==> src/rtl/dmem_arb_pkg.sv <==
// Shared types and constants for the data-memory arbiter: FSM state type,
// read-owner encoding and the default starvation-guard tuning.
package dmem_arb_pkg;

  typedef enum logic {
    ARB_CPU   = 1'b0,
    ARB_FORCE = 1'b1
  } arb_state_t;

  localparam logic OWN_CPU = 1'b0;
  localparam logic OWN_DMA = 1'b1;

  localparam int unsigned DEF_STARVE_LIMIT = 8;
  localparam int unsigned DEF_FORCE_LEN    = 2;

endpackage

==> src/rtl/dmem_arb_guard.sv <==
// Starvation guard for dmem_arbiter: starve/force counters and the ARB_CPU /
// ARB_FORCE FSM. Exists only when DMEM_ARB_STARVE_GUARD_EN is defined.
`ifdef DMEM_ARB_STARVE_GUARD_EN
module dmem_arb_guard
  import dmem_arb_pkg::*;
#(
  parameter int unsigned STARVE_LIMIT = DEF_STARVE_LIMIT,
  parameter int unsigned FORCE_LEN    = DEF_FORCE_LEN
) (
  input  logic clk,
  input  logic reset,
  input  logic dma_req,
  input  logic dma_gnt,
  output logic force_win,
  output logic state
);

  localparam logic S_CPU   = 1'b0;
  localparam logic S_FORCE = 1'b1;

  logic       r_state;
  logic [7:0] r_starve;
  logic [7:0] w_starve_nxt;
  logic [3:0] r_force;
  logic [3:0] w_force_nxt;

  // A grant in the same cycle the limit would be reached clears the count,
  // so the window is only entered on a genuinely denied cycle.
  always_comb begin
    w_starve_nxt = r_starve;
    if (dma_gnt)
      w_starve_nxt = 8'd0;
    else if (dma_req && (r_starve != 8'(STARVE_LIMIT)))
      w_starve_nxt = r_starve + 8'd1;
    w_force_nxt = r_force + {3'b000, dma_gnt};
  end

  always_ff @(posedge clk) begin
    if (!reset) begin
      r_state  <= S_CPU;
      r_starve <= 8'd0;
      r_force  <= 4'd0;
    end else if (r_state == S_CPU) begin
      r_starve <= w_starve_nxt;
      if (w_starve_nxt == 8'(STARVE_LIMIT)) begin
        r_state <= S_FORCE;
        r_force <= 4'd0;
      end
    end else begin
      if (!dma_req || (w_force_nxt == 4'(FORCE_LEN))) begin
        r_state  <= S_CPU;
        r_starve <= 8'd0;
        r_force  <= 4'd0;
      end else begin
        r_force <= w_force_nxt;
      end
    end
  end

  assign force_win = (r_state == S_FORCE);
  assign state     = r_state;

endmodule
`endif

==> src/rtl/dmem_arbiter.sv <==
// Single-port data-memory arbiter between the MEM-stage port and a DMA master.
// Define DMEM_ARB_STARVE_GUARD_EN to enable the DMA starvation guard.
module dmem_arbiter
  import dmem_arb_pkg::*;
#(
  parameter int unsigned DATA_W       = 32,
  parameter int unsigned ADDR_W       = 32,
  parameter int unsigned STARVE_LIMIT = DEF_STARVE_LIMIT,
  parameter int unsigned FORCE_LEN    = DEF_FORCE_LEN
) (
  input  logic              clk,
  input  logic              reset,
  input  logic              cpu_rd,
  input  logic              cpu_wr,
  input  logic [ADDR_W-1:0] cpu_addr,
  input  logic [DATA_W-1:0] cpu_wdata,
  output logic [DATA_W-1:0] cpu_rdata,
  output logic              cpu_stall,
  input  logic              dma_req,
  input  logic              dma_we,
  input  logic [ADDR_W-1:0] dma_addr,
  input  logic [DATA_W-1:0] dma_wdata,
  output logic              dma_gnt,
  output logic              dma_rvalid,
  output logic [DATA_W-1:0] dma_rdata,
  output logic              mem_rd,
  output logic              mem_wr,
  output logic [ADDR_W-1:0] mem_addr,
  output logic [DATA_W-1:0] mem_wdata,
  input  logic [DATA_W-1:0] mem_rdata,
  output logic              dbg_state
);

  // Handshake: a request is held until granted; dma_gnt (or !cpu_stall) in a
  // cycle means the access is performed at that cycle's rising edge.
  logic              w_cpu_acc;
  logic              w_force;
  logic              w_cpu_win;
  logic              w_dma_win;
  logic [ADDR_W-1:0] r_last_addr;
  logic [DATA_W-1:0] r_last_wdata;
  logic              r_rd_pend;
  logic              r_rd_owner;
  logic              r_both_seen;

  assign w_cpu_acc = cpu_rd | cpu_wr;

`ifdef DMEM_ARB_STARVE_GUARD_EN
  dmem_arb_guard #(
    .STARVE_LIMIT (STARVE_LIMIT),
    .FORCE_LEN    (FORCE_LEN)
  ) u_guard (
    .clk       (clk),
    .reset     (reset),
    .dma_req   (dma_req),
    .dma_gnt   (w_dma_win),
    .force_win (w_force),
    .state     (dbg_state)
  );
`else
  assign w_force   = 1'b0;
  assign dbg_state = ARB_CPU;
`endif

  // Nothing is granted while reset is held, whatever the requesters drive.
  assign w_dma_win = reset & dma_req & (w_force | ~w_cpu_acc);
  assign w_cpu_win = reset & w_cpu_acc & ~w_dma_win;
  assign cpu_stall = reset & w_cpu_acc & ~w_cpu_win;
  assign dma_gnt   = w_dma_win;

  always_comb begin
    mem_rd    = 1'b0;
    mem_wr    = 1'b0;
    mem_addr  = r_last_addr;
    mem_wdata = r_last_wdata;
    if (w_cpu_win) begin
      mem_wr    = cpu_wr;
      mem_rd    = cpu_rd & ~cpu_wr;
      mem_addr  = cpu_addr;
      mem_wdata = cpu_wdata;
    end else if (w_dma_win) begin
      mem_wr    = dma_we;
      mem_rd    = ~dma_we;
      mem_addr  = dma_addr;
      mem_wdata = dma_wdata;
    end
  end

  always_ff @(posedge clk) begin
    if (!reset) begin
      r_last_addr  <= '0;
      r_last_wdata <= '0;
      r_rd_pend    <= 1'b0;
      r_rd_owner   <= OWN_CPU;
      r_both_seen  <= 1'b0;
    end else begin
      if (w_cpu_win || w_dma_win) begin
        r_last_addr  <= mem_addr;
        r_last_wdata <= mem_wdata;
      end
      r_rd_pend  <= mem_rd;
      r_rd_owner <= w_dma_win ? OWN_DMA : OWN_CPU;
      if (cpu_rd && cpu_wr)
        r_both_seen <= 1'b1;
      // Simultaneous load+store is resolved as a store; flag it once.
      assert (!(cpu_rd && cpu_wr) || r_both_seen);
    end
  end

  assign cpu_rdata  = mem_rdata;
  assign dma_rdata  = mem_rdata;
  assign dma_rvalid = reset & r_rd_pend & (r_rd_owner == OWN_DMA);

endmodule

==> config.mk <==
export PLATFORM = sky130hd
export DESIGN_NAME = dmem_arbiter
export DESIGN_NICKNAME = d
export VERILOG_FILES = /design/src/rtl/dmem_arb_pkg.sv /design/src/rtl/dmem_arb_guard.sv /design/src/rtl/dmem_arbiter.sv
export SDC_FILE = /design/constraint.sdc
export NUM_CORES = 1
export LEC_CHECK = 0
export ABC_AREA = 1
export BUFFER_PORTS_ARGS = -buffer_cell sky130_fd_sc_hd__buf_2
export CAP_MARGIN = 40
export CORE_ASPECT_RATIO = 0.8
export CORE_MARGIN = 8
export CORE_UTILIZATION = 45
export DETAILED_ROUTE_END_ITERATION = 8
export PLACE_DENSITY = 0.87
export SYNTH_ARGS = -nofsm -noshare
export SYNTH_HDL_FRONTEND = slang
export SYNTH_SLANG_ARGS = --single-unit
==> constraint.sdc <==
create_clock -name clk -period 2.3 [get_ports clk]
set_input_delay 0.345 -clock clk [delete_from_list [all_inputs] [get_ports clk]]
set_output_delay 0.345 -clock clk [all_outputs]
set_load 0.03 [all_outputs]
# --- Yosys cells after proc, flatten, opt, wreduce, memory -nomap -nowiden ---
# Index checks and enable logic that the tools add are counted.
# W data, S select, Z words.
op_classes:
  n_reduce_logical: 1
  muxes: 9
  bitwise: 14
ops:
  columns: ["cell", "n"]
  rows:
  - ["$mux W32", 4]
  - ["$and A1 B1 Y1", 8]
  - ["$mux W1", 5]
  - ["$not A1 Y1", 5]
  - ["$logic_or A1 B1 Y1", 1]
  - ["$or A1 B1 Y1", 1]
word_totals:
  output_inout_bits: 134
  word_cells: 28
  inputBits: 166
  reg_bits: 66

# --- Longest topological paths before layout ---
# Gate-level depths: netlist of run 1.
logic_depth:
  ltp_word: 7
  depth_mapped: 8
  ltp_nobuf: 6

# --- Least setup slack after synthesis of run 1 ---
# Ideal clock, no wire load.
synth_path:
  path_type: "input to output"
  from: "input reset"
  to: "output mem_rd"
  stages: 3
  required_time_ps: 1955
  n_path_buf: 1
  t_arrival_ps: 1369
  slack_ps: 586
  cell_sequence: "inv_1 -> buf_2 -> o32ai_1"
synth_between:
  elab_chain_len: 5
  elab_cells_between_ends: 7
  cone_classes: "mux (2); bitwise (5)"
synth_rtl:
  columns: ["item", "line_no", "rtl"]
  rows:
  - ["start: declaration", "dmem_arbiter.sv:12", "input logic reset,"]
  - ["$and A1 B1 Y1 (2 in series)", "dmem_arbiter.sv:66", "assign w_dma_win = reset & dma_req & (w_force | ~w_cpu_acc);"]
  - ["$not A1 Y1", "dmem_arbiter.sv:67", "assign w_cpu_win = reset & w_cpu_acc & ~w_dma_win;"]
  - ["$and A1 B1 Y1", "dmem_arbiter.sv:67", null]
  - ["$mux W1 (*)", "dmem_arbiter.sv:76", "if (w_cpu_win) begin"]
  - ["end: declaration", "dmem_arbiter.sv:26", "output logic mem_rd,"]
# Mark *: on every way between the ends. The rest lies on a longest branch, timed or not.

# --- Worst setup path in the final report of run 1 ---
layout_path:
  from: "input reset"
  to: "output mem_addr[5]"
layout_between:
  elab_chain_len: 5
  elab_cells_between_ends: 7
  cone_classes: "mux (2); bitwise (5)"
layout_rtl:
  columns: ["item", "line_no", "rtl"]
  rows:
  - ["$and A1 B1 Y1 (2 in series)", "dmem_arbiter.sv:66", null]
  - ["$not A1 Y1", "dmem_arbiter.sv:67", null]
  - ["$and A1 B1 Y1", "dmem_arbiter.sv:67", null]
  - ["$mux W32 (*)", "dmem_arbiter.sv:76", null]
  - ["end: declaration", "dmem_arbiter.sv:28", "output logic [ADDR_W-1:0] mem_addr,"]
# Marks and branches as above.

==> results of run 1 <==
how the worst max path moves through the flow:
stage / from / endpoint
2_1_floorplan: reset / mem_rd
3_3_place_gp: cpu_rd / mem_wdata[15]
3_5_place_dp: reset / mem_addr[5]
4_1_cts: reset / mem_addr[5]
5_1_grt: cpu_wr / mem_addr[16]
6_report: reset / mem_addr[5]
critical path, cell delays in order:
cell and delay (ns):
buf_2 0.17, nand2_1 0.11, nand2_2 0.07, buf_4 0.53, nor2_1 0.13, nor2_1 0.17, inv_1 0.05, buf_2 0.17
logic make-up (layout without fill, tap and decap cells):
| group | after synthesis | after routing | share of synthesized area |
|---|---|---|---|
| flops | 66 | 66 | 0.314 |
| simple gates | 391 | 391 | 0.389 |
| compound gates | 4 | 4 | 0.00654 |
| other cells | 1 | 2 | 0.000891 |
| buf+inv | 240 | 360 | 0.290 |
state kept, by name, summed over array words and instances (netlist names):
name	count
r_last_addr	32
r_last_wdata	32
r_rd_owner	1
r_rd_pend	1
cell type report:
| class | count | area (µm²) | area share |
|---|---|---|---|
| repair buffers | 210 | 1110 | 0.218 |
| multi-input cells | 397 | 1680 | 0.330 |
| clock inverters | 4 | 73.8 | 0.0145 |
| inverters | 134 | 503 | 0.0989 |
| well taps | 115 | 144 | 0.0283 |
| flip-flops and latches | 66 | 1320 | 0.260 |
| clock buffers | 12 | 256 | 0.0504 |
cells in the mapped netlist (all sizes together):
cell,number,area share
and3,1,0.0015
dfxtp,66,0.31
inv,134,0.12
clkbuf,8,0.0071
nand2,69,0.063
o32ai,2,0.0042
nand3,128,0.15
buf,98,0.16
nor2,193,0.17
conb,1,0.00089
o21ai,2,0.0024
power by group:
group	internal (µW)	total (µW)	switching, µW
clock network	1010	1470	466
logic	278	852	574
registers	1210	1230	16.1
total	2500	3560	1060
routing by layer:
metal / part of all wire / wire (µm) / vias to the layer above / global-route usage
met5: 0 / 0 / - / 0.0207
met4: 0.0068 / 85 / 0 / 0.0447
met3: 0.16 / 1990 / 7 / 0.117
met2: 0.44 / 5510 / 246 / 0.308
met1: 0.39 / 4920 / 1858 / 0.207
li1: - / - / 2253 / -
through the flow:
stage | total power, µW | util | area [µm²] | setup slack (ns) | hold WS, ns
floorplan | 2030 | - | 4210 | 0.586 | 0.454
detailed placement | 2110 | 0.524 | 4760 | 0.175 | 0.563
CTS | 3610 | 0.561 | 5090 | 0.171 | 0.248
finish | 3560 | 0.561 | 5090 | 0.179 | 0.262
global placement | 2100 | 0.524 | 4760 | 0.235 | 0.556
global route | 3740 | 0.561 | 5090 | 0.00667 | 0.281
==> run metrics, run 1 <==
Setup Fix Bufs, Post-CTS 0; critical path class primary input to primary output; Final Cycle Share 0.922; slew margin rel. 0.534; die area approximately 0.013 mm²; outcome completed; cells after synthesis 702; commonest non-fill, non-tap cell in the layout buf_2; Max clock buf depth 2; Arr. time, crit path roughly 1.8 ns; Vias/cell between 4 and 5; Post-Layout Cell Count ~940; Initial Utilization 0.464; NumNets Final slightly below 1000; final setup vio count 0; CTS-repair resized insts 0; Peak VDD IR ~0.00036 V; final WL 12500 µm; Die H 102 µm; diode count 0; Final Hold Viols 0; crit end category primary output; Pre-Repair DR Iteration Count 7; post-detail-place hpwl a little over 9000 µm; Layout Area Growth over Synthesis 20.9%; Initial DRC Count ~180; R2R Path Start r_last_addr[31]; placed cell count about 900; Tmin final between 2 and 2.5 ns; Hold Path Class primary input to flop; CP required ~2.0 ns; worst hold path endpoint r_rd_pend; YS warnings 0; clk slew on worst S/H paths 0.05 ns; grt total ovfl 0; pin count of the biggest net entering global routing 66; Placer Congestion ~0.77; initial antenna violation count 0; post-synthesis register bit count 66; WL/cell ~13 µm; layout cells sized above 1 0.286; R2R Setup Slk 1.54 ns; crit-path max FO 64; Via Count approximately 4400; Remaining DRCs 0; hold_buf cts 0; Slew @ Worst Pin 0.699 ns; Antenna Nets Post-Route 0; syn_area_per_cell 5.99 µm²; Die W approximately 120 µm; CTS Root Cell clkbuf_16; # fillers 916; Power per Cell Area 699 mW/mm²; Clock Latency Late Sink approximately 0.32 ns; Startpoint Class primary input; leakage power ~0.0031 µW; Hold Crit Start dma_we; most frequent cells in the layout buf_2 (201), nor2_1 (192), nand3_1 (128); fmax between 0.4 and 0.5 GHz; H-tree levels 3; RSZ-0062 raised after global routing no; post-synthesis sequential area ratio 0.314; Worst Reg2Reg Path Length in Cells 4; overall routing resource usage 0.191; Synth Cell Area approximately 0.0042 mm²; CTS Buf Count 9; first-pass GRT wire length between 15000 and 20000 µm; Clock Sinks 66; Critical R2R Capture r_last_addr[31]; CTS tree yes; Hold Crit Depth 2; unique cell type count in the Yosys netlist 16; max_cap viols 0; io pins 300; port bufs 201; setup TNS 0 ns; max-slew violation count 0; vias in the first global route 4145; Final Skew 0 ns; placeable core area 0.00908 mm²; FP Rows 31
(Power assumes the default switching activity.)
==> run 2, diff against run 1 <==
- CORE_AREA: default -> 2 2 116 118
- CORE_ASPECT_RATIO: 0.8 -> default
- CORE_MARGIN: 8 -> default
- CORE_UTILIZATION: 45 -> default
- DIE_AREA: default -> 0 0 118 120
- PLACE_DENSITY: 0.87 -> 0.66
==> run 2 against run 1 <==
Sequential power barely moved. Wire length shrank 10%. Hold slack improved by 0.0096 ns. Clock skew is the same. Die area is 11% higher. Design area is 0.52% higher. Sequential share of layout area decreased by 0.13 points. Largest power group is now sequential cells. Utilization decreased by 17 points. Count of clock-buffer cells in the layout shrank 1. Via count is 0.55% lower. Setup slack improved by 0.20 ns.
==> run metrics, run 2 (synthesis gave the netlist of run 1 again) <==
outcome completed; Vias/cell 4.35 (-6.5%); CTS tree yes; setup TNS 0 ns (unchanged); multi-input logic area 0.00168 mm² (unchanged); Max clock buf depth 2 (unchanged); commonest non-fill, non-tap cell in the layout buf_2; RSZ-0062 raised after global routing no; first-pass GRT wire length 18400 µm (-5.2%); Antenna Nets Post-Route 0 (unchanged); Die H 120 µm (+17%); Arr. time, crit path 1.57 ns (-0.21 ns); Hold Path Class primary input to flop; slew margin rel. 0.535 (+0.00138); fmax 0.521 GHz (+11%); Final Cycle Share 0.834 (-0.0879); crit end category primary output; pin count of the biggest net entering global routing 65 (-1.5%); die area 0.0142 mm² (+11%); Layout Area Growth over Synthesis 21.5%; CTS Root Cell clkbuf_16; grt total ovfl 0 (unchanged); CTS Buf Count 9 (unchanged); Clock Sinks 66 (unchanged); H-tree levels 3 (unchanged); critical path class primary input to primary output; Seq. cell area 0.00132 mm² (unchanged); layout cells sized above 1 0.285 (-0.000869); Final Hold Viols 0 (unchanged); Clock Latency Late Sink 0.32 ns (about the same); most frequent cells in the layout buf_2 (201), nor2_1 (192), nand3_1 (128); io pins 300 (unchanged); Pre-Repair DR Iteration Count 5 (-2); NumNets Final 985 (+0.10%); Placer Congestion 0.737 (-4.5%); leakage power 0.00307 µW (-0.79%); FP Rows 42 (+35%); CTS-repair resized insts 0 (unchanged); Startpoint Class primary input; Tmin final 1.92 ns (-0.202 ns); Die W 118 µm (-4.9%); CP required 1.96 ns (about the same); max-slew violation count 0 (unchanged); crit-path max FO 28 (-56%); overall routing resource usage 0.159 (-0.0315); port bufs 201 (unchanged); Initial Utilization 0.324 (-0.139); Remaining DRCs 0 (unchanged); diode count 0 (unchanged); Peak VDD IR 0.000414 V (+15%); final WL 11300 µm (-10%); max_cap viols 0 (unchanged); Slew @ Worst Pin 0.697 ns (-0.00207 ns); vias in the first global route 3856 (-7.0%); WL/cell 11.3 µm (-15%); final setup vio count 0 (unchanged); hold_buf cts 0 (unchanged); placeable core area 0.0130 mm² (+43%); initial antenna violation count 1 (+1); Hold WS 0.272 ns (+0.00965 ns); Largest regs r_last_addr x32, r_last_wdata x32; clk slew on worst S/H paths 0.05 ns (about the same); Core Util, Final 0.394 (-0.167); Power per Cell Area 643 mW/mm² (-8.0%); Initial DRC Count 237 (+32%); Via Count 4340 (-0.55%); post-detail-place hpwl 8010 µm (-13%); Setup Fix Bufs, Post-CTS 0 (unchanged); Final Skew 0 ns (unchanged); # fillers 1507 (+65%)
## run 2: cell types whose count changed in the layout (fill, tap and decap cells not counted), sizes merged
cell      before  now
bufinv         2    0
buf          210  211
clkbuf        12   11
clkinvlp       0    1
## run 2: cell type report
type	instances	share of cell area
clock inverters	3	0.00343
well taps	176	0.0431
flip-flops and latches	66	0.258
repair buffers	211	0.221
multi-input cells	397	0.328
clock buffers	11	0.0475
inverters	134	0.0984
## run 2: worst paths after layout
path,start,endpoint,slack (ns),depth (start not counted)
worst max-delay path,reset,mem_wr,0.38,9
worst min-delay path,dma_we,r_rd_pend,0.27,2
worst max register to register,r_last_wdata[15],r_last_wdata[15],1.57,4
worst min register to register,r_last_addr[29],r_last_addr[29],0.57,4
## run 2: worst max-delay path, cell delays in order
cell and delay (ns):
buf_2 0.12, nand2_1 0.10, inv_2 0.09, buf_4 0.30, nand2_1 0.17, inv_1 0.10, nand2_1 0.05, o21ai_0 0.08
buf_2 0.23
## run 2: per-stage QoR
| step | setup WS [ns] | total power [µW] | instance area, µm² | std cells |
|---|---|---|---|---|
| final | 0.381 | 3290 | 5110 | 998 |
| after global routing | 0.280 | 3490 | 5110 | 998 |
| after CTS | 0.373 | 3340 | 5110 | 998 |
| after detailed placement | 0.376 | 2110 | 4850 | 984 |
| after global placement | 0.420 | 2110 | 4850 | 984 |
| after floorplan | 0.586 | 2030 | 4210 | 703 |
## run 2: metal layers
layer,up-vias,wire [µm],part of all wire,track usage
li1,2250,-,-,-
met3,27,1020,0.090,0.0513
met4,2,233,0.021,0.0520
met1,1888,4630,0.41,0.192
met2,173,5360,0.48,0.268
met5,-,13,0.0012,0
## run 2: where the power goes
| part | total (µW) | leakage [µW] | switching, µW | internal [µW] |
|---|---|---|---|---|
| registers | 1230 | 0.000543 | 15.5 | 1210 |
| clock network | 1200 | 0.000127 | 462 | 742 |
| logic | 853 | 0.00240 | 570 | 283 |
